--- config.mk ---
export PLATFORM = sky130hd
export DESIGN_NAME = instr_queue
export DESIGN_NICKNAME = d
export VERILOG_FILES = /design/src/rtl/instr_queue.sv
export SDC_FILE = /design/constraint.sdc
export NUM_CORES = 1
export LEC_CHECK = 0
export BUFFER_PORTS_ARGS = -buffer_cell sky130_fd_sc_hd__clkbuf_2
export CAP_MARGIN = 20
export CORE_UTILIZATION = 60
export CTS_CLUSTER_DIAMETER = 50
export CTS_CLUSTER_SIZE = 14
export DETAILED_ROUTE_END_ITERATION = 12
export GPL_ROUTABILITY_DRIVEN = 1
export PLACE_DENSITY = 0.76
export RECOVER_POWER = 100
export SLEW_MARGIN = 40
export SYNTH_ARGS = -nofsm -noshare
export SYNTH_HDL_FRONTEND = slang
export SYNTH_SLANG_ARGS = --single-unit
--- constraint.sdc ---
create_clock -name clk -period 12.25 [get_ports clk]
set_clock_uncertainty 0.05 [all_clocks]
set_input_delay 0.6125 -clock clk [delete_from_list [all_inputs] [get_ports clk]]
set_output_delay 0.6125 -clock clk [all_outputs]
set_load 0.05 [all_outputs]
--- src/rtl/instr_queue.sv ---
// Decoded-instruction FIFO between decode and dispatch, feeding one ROB entry
// plus one reservation-station slot per cycle; a mispredict flush empties it.
package tomasula_types;
   typedef enum logic [2:0] {
      OP_ADD    = 3'd0,
      OP_SUB    = 3'd1,
      OP_MUL    = 3'd2,
      OP_LD     = 3'd3,
      OP_ST     = 3'd4,
      OP_BRANCH = 3'd5
   } op_t;
endpackage

module instr_queue
   import tomasula_types::*;
#(
   parameter int DEPTH = 8,
   parameter int PTR_W = $clog2(DEPTH)
) (
   input  logic             clk,
   input  logic             rst,
   input  logic             flush,
   input  logic             enq_valid,
   output logic             enq_ready,
   input  op_t              enq_op,
   input  logic [4:0]       enq_rd,
   input  logic [4:0]       enq_rs1,
   input  logic [4:0]       enq_rs2,
   input  logic [31:0]      enq_imm,
   input  logic [31:0]      enq_pc,
   input  logic             rob_full,
   input  logic             rs_ready,
   output logic             rob_load,
   output logic             rs_load,
   output op_t              instr_type,
   output logic [4:0]       rd,
   output logic [4:0]       st_src,
   output logic [4:0]       rs1,
   output logic [4:0]       rs2,
   output logic [31:0]      imm,
   output logic [31:0]      pc,
   output logic [PTR_W:0]   count
);

   typedef struct packed {
      op_t         op;
      logic [4:0]  rd;
      logic [4:0]  rs1;
      logic [4:0]  rs2;
      logic [31:0] imm;
      logic [31:0] pc;
   } entry_t;

   localparam logic [PTR_W:0] FULL_CNT = (PTR_W+1)'(DEPTH);

   entry_t             r_mem [DEPTH];
   logic [PTR_W-1:0]   r_head;
   logic [PTR_W-1:0]   r_tail;
   logic [PTR_W:0]     r_count;

   logic               w_enqFire;
   logic               w_deqFire;
   logic               w_empty;
   entry_t             w_head;

   assign w_empty   = (r_count == '0);
   assign enq_ready = (r_count != FULL_CNT) && !flush;
   assign w_enqFire = enq_valid && enq_ready;
   assign w_deqFire = !w_empty && !rob_full && rs_ready && !flush;
   assign rob_load  = w_deqFire;
   assign rs_load   = w_deqFire;
   assign count     = r_count;

   always_ff @(posedge clk) begin
      if (w_enqFire && !rst) begin
         r_mem[r_tail] <= '{op: enq_op, rd: enq_rd, rs1: enq_rs1, rs2: enq_rs2,
                            imm: enq_imm, pc: enq_pc};
      end
   end

   // Pointers wrap naturally at DEPTH-1; occupancy alone decides full/empty.
   always_ff @(posedge clk) begin
      if (rst || flush) begin
         r_head  <= '0;
         r_tail  <= '0;
         r_count <= '0;
      end else begin
         if (w_enqFire) begin
            r_tail <= r_tail + 1'b1;
         end
         if (w_deqFire) begin
            r_head <= r_head + 1'b1;
         end
         if (w_enqFire && !w_deqFire) begin
            r_count <= r_count + 1'b1;
         end else if (!w_enqFire && w_deqFire) begin
            r_count <= r_count - 1'b1;
         end
      end
   end

   // Stores carry no destination; their data register travels on st_src instead.
   always_comb begin
      w_head     = r_mem[r_head];
      instr_type = OP_ADD;
      rd         = '0;
      st_src     = '0;
      rs1        = '0;
      rs2        = '0;
      imm        = '0;
      pc         = '0;
      if (!w_empty) begin
         instr_type = w_head.op;
         rs1        = w_head.rs1;
         rs2        = w_head.rs2;
         imm        = w_head.imm;
         pc         = w_head.pc;
         if (w_head.op == OP_ST) begin
            st_src = w_head.rs2;
         end else if (w_head.op != OP_BRANCH) begin
            rd = w_head.rd;
         end
      end
   end

endmodule

==> results.ini <==
[clock_tree]
ctsHoldBuffers=0
cts_resized=0
cts_buffers=56
ctsRootBufferMaster=clkbuf_16
cts_tree=yes
path_clk_slew_ns=0.06
htreeDepth=2
clk_path_buf_depth=3
post_cts_buffers=0
insertion_delay_ns=0.60
cts_num_sinks=669

[detailed_routing]
first_pass_iters=5
wl_mm=49.4
viasPerCell=6.19
num_vias=11700
drc_errors=0
ant_nets=0
drt-wirelength-per-cell_um=26.1
drtIter0Drc=907

[synthesis]
ys.flop_type=edfxtp_1
avgSynthCellArea_um2=22.7
synth_top_area_cell=edfxtp_1
ys_types=38
yosysSeqAreaShare_pct=78.0
synth-async-reset-ratio_pct=0
ys.warnings.count=0
synth.top_cells.by_area=edfxtp_1 (77%), mux4_2 (14%), mux2i_1 (3.2%)
ys_seq_elements=669
syn_nets=1223
synth_edf_count=656
syn_inst=1129
syn_area_um2=25600
yosysTopAreaCellShare_pct=77.0

[floorplan]
dieArea_um2=43500
start_util_pct=60.9
core_area_um2=42000
io_pins=182
die_x_um=208
rows=75
dieHeight_um=208

[pwr]
ir_drop_v=0.000131
p_leak_nw=8.38
p_per_area_nw_per_um2=153
p_total_mw=4.33

[timing]
period_share_pct=57.6
holdWs_ns=0.298
fin_ws_ns=5.19
setup-tns-final_ns=0
finalSetupViolations=0
final_hold_viol_count=0
max_slew_margin_pct=-148
drv_slew=749
fmax_mhz=142
period_needed_ns=7.06
tightest_slew_ns=3.72
rsz0062_at_grt=no

[critical_path]
crit_family=buffers and inverters
r2r_start=count[0]
rrSetupSlack_ns=5.19
ff2ff_path_depth=6
path_buf_inv=2
crit_slowest_cell=clkbuf_1
r2r_end=r_mem[5][38]
cp-end-kind=flip-flop
cpMostUsedCell=clkbuf_1
cp_slowest_stage_delay_ns=2.38
worstPathMaxFanout=44
cp_data_arrival_time_ns=7.15
required_ns=12.34
worstPathCellList=nor4b_1, nor3b_1, nand3_1, nor3_1, clkbuf_1, clkbuf_1
start_kind=flip-flop
path_class=reg -> reg

[global_route]
grt-ovfl-total=0
grt_pass1_vias=12185
grt_pass1_wl_mm=74.2
grt_start_max_net_pins=69
antenna_found_initial=7
grt_use_total_pct=23.4

[hold_path]
hold-path-endpoint=r_mem[3][51]
whs_path_depth=1
hp-start=enq_imm[19]
hold_class=in -> reg

[finish]
final_util_pct=67.5
fillCellCount=2727
area_delta_synth_final_pct=10.9
stdcell_area_um2=28400
final_cells=1891
nets=1428
multi_input_area_um2=5330
drive_above_1_share_pct=19.3
seqCellArea_um2=20000

[placed_design]
place_ws_ns=8.41
place.gp.congestion=0.732
dp_hpwl_mm=26.4
dpl_cell_area_um2=27100
place_inst=1815
portBuffers=181

[run]
maxCapViolations=18

[run_status]
violations=max-capacitance violations, max-slew violations
outcome=complete, but fails checks

==> metal layers <==
metal	up-vias	routed length (um)	GRT usage, %
li1	5060	-	-
met1	6143	20800	33.8
met2	414	24000	36.6
met3	75	3630	5.48
met4	8	999	6.00
met5	-	52	0
==> state kept, by name, indices dropped and copies added (netlist names), named ones only <==
signal	count
count	4
r_tail	3
r_head	3
r_mem	656
==> logic make-up after synthesis <==
kind of cell | Yosys count | synth area share (%)
AO/OA/AOI/OAI | 11 | 0.269
buffers and inverters | 61 | 1.22
multiplexers | 247 | 17.7
AND/OR/NAND/NOR | 130 | 2.30
flip-flops | 669 | 78.0
adder cells (fa/ha/maj) | 6 | 0.323
XOR/XNOR | 5 | 0.171
==> power by group <==
part | internal, mW | switching, mW
sequential | 2.52 | 0.00500
combinational | 0.0451 | 0.175
clock | 0.843 | 0.740
==> synthesized netlist by cell type (2+ instances only) <==
cell,number
buf_2,10
inv_1,2
nand2_1,6
buf_6,2
dfxtp_1,13
a21oi_1,8
mux2i_1,81
nand2b_1,8
nor4_1,2
mux4_2,164
nor2_1,95
clkbuf_1,15
nand3_1,2
edfxtp_1,656
xor2_1,3
nor2b_1,4
nor3_1,3
buf_1,16
buf_4,15
ha_1,5
xnor2_1,2
==> worst max path at each step <==
stage | start | end | slack, ns | depth (start not counted)
2_1_floorplan | count[1] | r_mem[2][0] | 1.62 | 4
3_3_place_gp | flip-flop | st_src[3] | 8.10 | 6
3_5_place_dp | flip-flop | st_src[3] | 8.41 | 6
4_1_cts | flip-flop | st_src[0] | 7.76 | 6
5_1_grt | count[0] | r_mem[5][35] | 4.66 | 6
6_report | count[0] | r_mem[5][38] | 5.19 | 6
==> placed cells by master (no fill, tap or decap), types with 2 or more instances in the layout <==
cell	synthesis	layout
clkinv_2	0	5
mux2i_1	81	81
clkbuf_1	15	192
nor4_1	2	2
clkbuf_16	0	58
clkinv_1	0	2
nor2_4	0	2
nand2_1	6	6
xor2_1	3	3
mux4_2	164	164
clkbuf_2	0	10
diode_2	0	3
dfxtp_4	0	2
xnor2_1	2	2
nand2b_1	8	8
nand3_1	2	2
a21oi_1	8	8
dfxtp_1	13	11
nor4b_1	1	2
nand3b_1	1	2
nor3_2	0	2
inv_6	0	3
buf_6	2	6
nor2b_1	4	4
edfxtp_1	656	656
ha_1	5	5
nor2_1	95	93
inv_1	2	2
==> cell type report <==
class / instances / area share, %
flip-flops and latches: 669 / 70.4
multi-input cells: 399 / 18.8
clock buffers: 62 / 5.17
repair buffers: 205 / 2.93
well taps: 539 / 2.38
clock inverters: 11 / 0.265
inverters: 3 / 0.0397
diodes: 3 / 0.0265
Note: power is estimated with default switching activity, not from simulation.
